$ cat config.mk
export PLATFORM = sky130hd
export DESIGN_NAME = bp_cce_pending_counter_table_flat
export DESIGN_NICKNAME = d
export VERILOG_FILES = /design/src/rtl/bp_cce_pending_counter_table_if.sv /design/src/rtl/bp_cce_pending_counter_table.sv /design/src/flat_wrapper.sv
export SDC_FILE = /design/constraint.sdc
export NUM_CORES = 1
export LEC_CHECK = 0
export ABC_AREA = 1
export CAP_MARGIN = 20
export CELL_PAD_IN_SITES_DETAIL_PLACEMENT = 1
export CELL_PAD_IN_SITES_GLOBAL_PLACEMENT = 1
export CORE_MARGIN = 5
export CORE_UTILIZATION = 48
export CTS_CLUSTER_DIAMETER = 50
export DETAILED_ROUTE_END_ITERATION = 6
export PLACE_DENSITY_LB_ADDON = 0.1
export REMOVE_ABC_BUFFERS = 1
export SETUP_SLACK_MARGIN = 0.5
export SYNTH_ARGS = -nofsm -noshare
export SYNTH_HDL_FRONTEND = slang
export SYNTH_SLANG_ARGS = --single-unit
$ cat constraint.sdc
create_clock -name clk_i -period 5.4 [get_ports clk_i]
set_input_delay 1.08 -clock clk_i [delete_from_list [all_inputs] [get_ports clk_i]]
set_output_delay 1.08 -clock clk_i [all_outputs]
set_load 0.02 [all_outputs]
$ cat src/rtl/bp_cce_pending_counter_table_if.sv
// ----------------------------------------------------------------------------
// bp_cce_pending_counter_table_if
//
// Purpose:
//   Bundles the operation, read and write-notification signals of the CCE
//   pending counter table so the control path and the table share one port.
//
// Signals (names are from the table's point of view):
//   ready_o      table initialized; ops and reads accepted
//   op_v_i       operation valid
//   op_i         0=inc, 1=dec, 2=clear, 3=reserved
//   op_wg_i      target way group
//   r_v_i        read request
//   r_wg_i       read way group
//   r_v_o        read response valid (one-cycle pulse)
//   r_pending_o  read counter is non-zero
//   r_count_o    read counter value
//   w_v_o        counter write notification (one-cycle pulse)
//   w_wg_o       written way group
//   w_val_o      new counter value
//   err_o        one-cycle pulse on overflow, underflow or reserved op
//
// Modports:
//   slave   the counter table
//   master  the CCE control path / consumer of responses
// ----------------------------------------------------------------------------
interface bp_cce_pending_counter_table_if #(
    parameter int num_way_groups_p = 64,
    parameter int width_p          = 3
);

    localparam int lg_num_way_groups_lp =
        (num_way_groups_p <= 1) ? 1 : $clog2(num_way_groups_p);

    logic                            ready_o;
    logic                            op_v_i;
    logic [1:0]                      op_i;
    logic [lg_num_way_groups_lp-1:0] op_wg_i;
    logic                            r_v_i;
    logic [lg_num_way_groups_lp-1:0] r_wg_i;
    logic                            r_v_o;
    logic                            r_pending_o;
    logic [width_p-1:0]              r_count_o;
    logic                            w_v_o;
    logic [lg_num_way_groups_lp-1:0] w_wg_o;
    logic [width_p-1:0]              w_val_o;
    logic                            err_o;

    modport slave (
        output ready_o,
        input  op_v_i,
        input  op_i,
        input  op_wg_i,
        input  r_v_i,
        input  r_wg_i,
        output r_v_o,
        output r_pending_o,
        output r_count_o,
        output w_v_o,
        output w_wg_o,
        output w_val_o,
        output err_o
    );

    modport master (
        input  ready_o,
        output op_v_i,
        output op_i,
        output op_wg_i,
        output r_v_i,
        output r_wg_i,
        input  r_v_o,
        input  r_pending_o,
        input  r_count_o,
        input  w_v_o,
        input  w_wg_o,
        input  w_val_o,
        input  err_o
    );

endinterface

$ cat src/rtl/bp_cce_pending_counter_table.sv
// ----------------------------------------------------------------------------
// bp_cce_pending_counter_table
//
// Purpose:
//   Per-way-group saturating pending-transaction counters for the CCE.
//   Accepts inc / dec / clear operations, answers registered pending-bit
//   reads with write-before-read bypass, and reports every counter update on
//   a registered write-notification port feeding the pending tracer.
//   After reset a sweep zeroes one entry per cycle before the table is ready.
//
// Ports:
//   clk_i    clock, posedge
//   reset_i  asynchronous, active-low reset
//   tbl      bp_cce_pending_counter_table_if.slave (ops, reads, notifications)
// ----------------------------------------------------------------------------
module bp_cce_pending_counter_table #(
    parameter int num_way_groups_p = 64,
    parameter int width_p          = 3
) (
    input  logic                              clk_i,
    input  logic                              reset_i,
    bp_cce_pending_counter_table_if.slave     tbl
);

    localparam int lg_num_way_groups_lp =
        (num_way_groups_p <= 1) ? 1 : $clog2(num_way_groups_p);

    localparam logic [lg_num_way_groups_lp-1:0] last_idx_lp =
        lg_num_way_groups_lp'(num_way_groups_p - 1);
    localparam logic [width_p-1:0] max_cnt_lp = {width_p{1'b1}};
    localparam logic [width_p-1:0] one_lp     = width_p'(1);

    typedef enum logic {
        STATE_INIT  = 1'b0,
        STATE_READY = 1'b1
    } state_e;

    state_e                          state_q, state_d;
    logic [lg_num_way_groups_lp-1:0] sweep_idx_q, sweep_idx_d;
    logic                            ready_q, ready_d;
    logic                            r_v_q, r_v_d;
    logic                            r_pending_q, r_pending_d;
    logic [width_p-1:0]              r_count_q, r_count_d;
    logic                            w_v_q, w_v_d;
    logic [lg_num_way_groups_lp-1:0] w_wg_q, w_wg_d;
    logic [width_p-1:0]              w_val_q, w_val_d;
    logic                            err_q, err_d;

    // Counter storage is deliberately not reset: the INIT sweep clears it.
    logic [width_p-1:0]              cnt_mem [num_way_groups_p];
    logic                            mem_we;
    logic [lg_num_way_groups_lp-1:0] mem_waddr;
    logic [width_p-1:0]              mem_wdata;

    logic [width_p-1:0]              op_cur;
    logic [width_p-1:0]              rd_val;

    always_comb begin
        state_d     = state_q;
        sweep_idx_d = sweep_idx_q;
        ready_d     = 1'b0;
        r_v_d       = 1'b0;
        r_pending_d = r_pending_q;
        r_count_d   = r_count_q;
        w_v_d       = 1'b0;
        w_wg_d      = w_wg_q;
        w_val_d     = w_val_q;
        err_d       = 1'b0;
        mem_we      = 1'b0;
        mem_waddr   = sweep_idx_q;
        mem_wdata   = '0;
        op_cur      = cnt_mem[tbl.op_wg_i];
        rd_val      = '0;

        unique case (state_q)
            STATE_INIT: begin
                mem_we    = 1'b1;
                mem_waddr = sweep_idx_q;
                mem_wdata = '0;
                if (sweep_idx_q == last_idx_lp) begin
                    state_d     = STATE_READY;
                    ready_d     = 1'b1;
                    sweep_idx_d = '0;
                end else begin
                    sweep_idx_d = sweep_idx_q + 1'b1;
                end
            end

            STATE_READY: begin
                ready_d = 1'b1;
                if (tbl.op_v_i) begin
                    mem_waddr = tbl.op_wg_i;
                    unique case (tbl.op_i)
                        2'd0: begin
                            // Saturate at max rather than wrap; flag it instead.
                            if (op_cur == max_cnt_lp) begin
                                err_d = 1'b1;
                            end else begin
                                mem_we    = 1'b1;
                                mem_wdata = op_cur + one_lp;
                            end
                        end
                        2'd1: begin
                            if (op_cur == '0) begin
                                err_d = 1'b1;
                            end else begin
                                mem_we    = 1'b1;
                                mem_wdata = op_cur - one_lp;
                            end
                        end
                        2'd2: begin
                            // Clear always notifies, even on an already-zero entry.
                            mem_we    = 1'b1;
                            mem_wdata = '0;
                        end
                        default: begin
                            err_d = 1'b1;
                        end
                    endcase
                    if (mem_we) begin
                        w_v_d   = 1'b1;
                        w_wg_d  = tbl.op_wg_i;
                        w_val_d = mem_wdata;
                    end
                end

                if (tbl.r_v_i) begin
                    // Bypass the write accepted on the same edge so the read sees it.
                    if (mem_we && (mem_waddr == tbl.r_wg_i)) begin
                        rd_val = mem_wdata;
                    end else begin
                        rd_val = cnt_mem[tbl.r_wg_i];
                    end
                    r_v_d       = 1'b1;
                    r_count_d   = rd_val;
                    r_pending_d = |rd_val;
                end
            end

            default: begin
                state_d     = STATE_INIT;
                sweep_idx_d = '0;
            end
        endcase
    end

    always_ff @(posedge clk_i or negedge reset_i) begin
        if (!reset_i) begin
            state_q     <= STATE_INIT;
            sweep_idx_q <= '0;
            ready_q     <= 1'b0;
            r_v_q       <= 1'b0;
            r_pending_q <= 1'b0;
            r_count_q   <= '0;
            w_v_q       <= 1'b0;
            w_wg_q      <= '0;
            w_val_q     <= '0;
            err_q       <= 1'b0;
        end else begin
            state_q     <= state_d;
            sweep_idx_q <= sweep_idx_d;
            ready_q     <= ready_d;
            r_v_q       <= r_v_d;
            r_pending_q <= r_pending_d;
            r_count_q   <= r_count_d;
            w_v_q       <= w_v_d;
            w_wg_q      <= w_wg_d;
            w_val_q     <= w_val_d;
            err_q       <= err_d;
        end
    end

    always_ff @(posedge clk_i) begin
        if (mem_we) begin
            cnt_mem[mem_waddr] <= mem_wdata;
        end
    end

    assign tbl.ready_o     = ready_q;
    assign tbl.r_v_o       = r_v_q;
    assign tbl.r_pending_o = r_pending_q;
    assign tbl.r_count_o   = r_count_q;
    assign tbl.w_v_o       = w_v_q;
    assign tbl.w_wg_o      = w_wg_q;
    assign tbl.w_val_o     = w_val_q;
    assign tbl.err_o       = err_q;

endmodule

$ cat src/flat_wrapper.sv
// flat-port wrapper written by rule: the top's interface ports become plain ports
module bp_cce_pending_counter_table_flat 
#(
    parameter int num_way_groups_p = 64,
    parameter int width_p          = 3
)
  (clk_i, reset_i, tbl_ready_o, tbl_op_v_i, tbl_op_i, tbl_op_wg_i, tbl_r_v_i, tbl_r_wg_i, tbl_r_v_o, tbl_r_pending_o, tbl_r_count_o, tbl_w_v_o, tbl_w_wg_o, tbl_w_val_o, tbl_err_o);
  bp_cce_pending_counter_table_if #(.num_way_groups_p(num_way_groups_p), .width_p(width_p)) tbl_i ();
  input  logic clk_i;
  input  logic reset_i;
  output wire logic [$bits(tbl_i.ready_o)-1:0] tbl_ready_o;
  input wire logic [$bits(tbl_i.op_v_i)-1:0] tbl_op_v_i;
  input wire logic [$bits(tbl_i.op_i)-1:0] tbl_op_i;
  input wire logic [$bits(tbl_i.op_wg_i)-1:0] tbl_op_wg_i;
  input wire logic [$bits(tbl_i.r_v_i)-1:0] tbl_r_v_i;
  input wire logic [$bits(tbl_i.r_wg_i)-1:0] tbl_r_wg_i;
  output wire logic [$bits(tbl_i.r_v_o)-1:0] tbl_r_v_o;
  output wire logic [$bits(tbl_i.r_pending_o)-1:0] tbl_r_pending_o;
  output wire logic [$bits(tbl_i.r_count_o)-1:0] tbl_r_count_o;
  output wire logic [$bits(tbl_i.w_v_o)-1:0] tbl_w_v_o;
  output wire logic [$bits(tbl_i.w_wg_o)-1:0] tbl_w_wg_o;
  output wire logic [$bits(tbl_i.w_val_o)-1:0] tbl_w_val_o;
  output wire logic [$bits(tbl_i.err_o)-1:0] tbl_err_o;
  assign tbl_ready_o = tbl_i.ready_o;
  assign tbl_i.op_v_i = tbl_op_v_i;
  assign tbl_i.op_i = tbl_op_i;
  assign tbl_i.op_wg_i = tbl_op_wg_i;
  assign tbl_i.r_v_i = tbl_r_v_i;
  assign tbl_i.r_wg_i = tbl_r_wg_i;
  assign tbl_r_v_o = tbl_i.r_v_o;
  assign tbl_r_pending_o = tbl_i.r_pending_o;
  assign tbl_r_count_o = tbl_i.r_count_o;
  assign tbl_w_v_o = tbl_i.w_v_o;
  assign tbl_w_wg_o = tbl_i.w_wg_o;
  assign tbl_w_val_o = tbl_i.w_val_o;
  assign tbl_err_o = tbl_i.err_o;
  bp_cce_pending_counter_table #(.num_way_groups_p(num_way_groups_p), .width_p(width_p)) u_core (.clk_i(clk_i), .reset_i(reset_i), .tbl(tbl_i));
endmodule
==> metrics.txt <==
run status=completed; max incr delay on CP=510 ps; clk buf depth=3; Yosys cell types=30; DR WL met2=19200 microns; peak supply drop=261 uV; Slew Limit Fails=0; starting DRC count in detailed routing=900; slowest CP cell=clkdlybuf4s50_1; nets@finish=1352; # Post-CTS Setup Buffers=0; number of synthesized register bits=215; DR WL/cell=23.5 microns; CP Capture Type=flop; IO Port Bufs=34; H-tree depth=1; syn_area_per_cell=8.66 sq um; Placed Area=11900 sq um; combinational fraction of design power=0.096; Hold Buf Count CTS=0; final instance area=12900 sq um; post-CTS sizing=0; synth warn=0; DRT met1 WL=15700 microns; DIE HEIGHT=163 microns; Post-Syn Area=11200 sq um; total die area=26600 sq um; Vias=9922; pwr dens=311 nW/um^2; crit path DAT=4600 ps; drt first pass iters=5; WL final=39200 microns; Placed Cells incl. Taps=1616; largest net degree at the start of global routing=62; worst min-delay path class=reg -> reg; worst slew pin tran=1170 ps; setup TNS=0 ps; clock share of power=0.456; Die Span X=163 microns; Tcrit/Tclk final=0.813; Starting Density=0.483; CTS Buf Count=28; fin util=0.554; global-route wire length before repair=61000 microns; Core Area=23300 sq um; share of final-layout standard cells stronger than drive strength 1=0.0770; # diodes=0; Top delay family on crit path=simple AND/OR/NAND/NOR gates; Tot GR Track Use=0.298; # IOs=35; area delta synth->final=14.6%; critical path fanouts, max=25; Worst Slack Setup Final=1010 ps; gr ovfl total=0; Seq/Total Area, Yosys=0.564; Crit Path Category=in -> reg; critical path, cell by cell=clkdlybuf4s50_1 -> buf_4 -> nand3_1 -> a21oi_1 -> o211ai_1 -> nand2_1 -> inv_2 -> ha_1 -> ha_1 -> or2_1 -> nand2_1 -> nand2_1 -> nand2_1 -> nand4_1 -> buf_4 -> nor2_1; # rows=56; critical path data required time=5610 ps; RSZ-0062 raised after global routing=no; Worst slew margin=0.217; CTS Sinks=215; final setup vio count=0; routed vias/inst=5.94; DP Wirelength=25900 microns; CTS tree=done; WL met3=2910 microns; Max-Cap Viols=0; Sw Share=0.252; cells after synthesis=1298; root buf cell=clkbuf_16; worst slack at placement=547 ps; initial antenna violation count=0; vias in the first global route=10554; Final Skew=15.7 ps; Residual DRC=0; Psw=1010 uW; Hold Fails Final Rpt=0; Non-Filler Instances=1669; Leak Pwr=0.00508 uW; Placer Congestion=0.900; clock latency at the later pin of the worst-skew pair=540 ps; P_int=2990 uW; post-route ant nets=0; fmax=0.228 GHz; clock slew at reported path FFs=60 ps; most used cell, CP=nand2_1; Reg power frac=0.448; Tmin final=4390 ps; crit start category=primary input; DR top layer=met4; Worst Path Buf+Inv=4
tightest hold or removal path: stages, from the launching register on:
cell and delay [ps]:
dfrtp_1 350, nand2_1 50, o21ai_0 60
cell usage in the layout, fill, tap and decap left out, types with 9 or more instances in the layout:
cell type / count
nand3_1: 253
dfrtp_1: 23
nor2_1: 130
a21oi_1: 19
nand2_1: 421
xor2_1: 9
buf_4: 42
o22ai_1: 18
o21ai_0: 58
o21ai_1: 13
clkbuf_16: 29
inv_1: 34
edfxtp_1: 192
nand4_1: 10
clkdlybuf4s50_1: 30
through the flow:
stage	hold slack [ps]	total power, uW
3_5_place_dp	482	2200
3_3_place_gp	476	2190
5_1_grt	536	4150
6_report	492	4000
4_1_cts	496	4010
2_1_floorplan	463	2020
area by class of cell:
cell class	instances	area (sq um)
Timing Repair Buffer	81	773
Multi-Input combinational cell	962	4310
Clock inverter	18	165
Fill cell	2721	10400
Clock buffer	34	744
Inverter	40	153
Tap cell	319	399
Sequential cell	215	6340
cell families after synthesis:
| logic type | count (synthesis) | share of synthesized area |
|---|---|---|
| XOR/XNOR | 9 | 0.00701 |
| adder cells (fa/ha/maj) | 6 | 0.00668 |
| AO/OA/AOI/OAI | 126 | 0.0621 |
| AND/OR/NAND/NOR | 821 | 0.305 |
| flip-flops | 215 | 0.564 |
| buffers and inverters | 121 | 0.0552 |
sequential cells by signal, summed over array words and instances, names as in the netlist, 3 cells and up:
register              flops
u_core.tbl.r_count_o      3
u_core.tbl.w_wg_o         6
u_core.cnt_mem          192
u_core.tbl.w_val_o        3
u_core.sweep_idx_q        6
power groups by stage:
stage          Clock [uW]  Sequential, uW  Combinational [uW]
2_1_floorplan           0            1830                 186
3_3_place_gp            0            1830                 368
3_5_place_dp            0            1830                 375
4_1_cts              1840            1790                 379
5_1_grt              1940            1790                 420
6_report             1820            1790                 385
worst paths after layout:
kind / startpoint / endpoint / slack, ps / cells past startpoint
worst min-delay path: u_core.tbl.w_wg_o[4] / u_core.tbl.w_wg_o[4] / 490 / 2
max in group asynchronous: reset_i / u_core.tbl.w_val_o[1] / 4120 / 2
worst max-delay path: tbl_op_wg_i[2] / u_core.cnt_mem[6][2] / 1010 / 16
worst min register to register: u_core.tbl.w_wg_o[4] / u_core.tbl.w_wg_o[4] / 490 / 2
min in group asynchronous: reset_i / u_core.tbl.w_wg_o[1] / 840 / 1
worst max register to register: u_core.cnt_mem[13][1] / u_core.cnt_mem[6][2] / 1720 / 16
cells in the mapped netlist:
master / count / area [sq um]
nand2_1: 421 / 1580
nand3_1: 253 / 1270
edfxtp_1: 192 / 5770
nor2_1: 132 / 495
o21ai_0: 58 / 290
buf_2: 38 / 190
inv_1: 34 / 128
dfrtp_1: 23 / 576
a21oi_1: 20 / 100
clkbuf_1: 19 / 71.3
o22ai_1: 18 / 113
o21ai_1: 13 / 65.1
buf_4: 11 / 82.6
buf_6: 10 / 113
nand4_1: 10 / 62.6
xor2_1: 9 / 78.8
ha_1: 6 / 75.1
o31ai_1: 6 / 45.0
inv_2: 4 / 15.0
buf_1: 3 / 11.3
nor3_1: 3 / 15.0
o211ai_1: 3 / 22.5
o221ai_1: 3 / 26.3
a31oi_1: 2 / 12.5
o21a_1: 2 / 15.0
a22o_1: 1 / 8.76
clkinv_1: 1 / 3.75
inv_4: 1 / 6.26
nor2_2: 1 / 6.26
or2_1: 1 / 6.26
metal layers:
metal	vias to the layer above	global-route usage
met5	-	0
met2	409	0.518
met3	83	0.0379
met4	0	0.0987
met1	4912	0.388
li1	4518	-
Note: power is estimated with default switching activity, not from simulation.
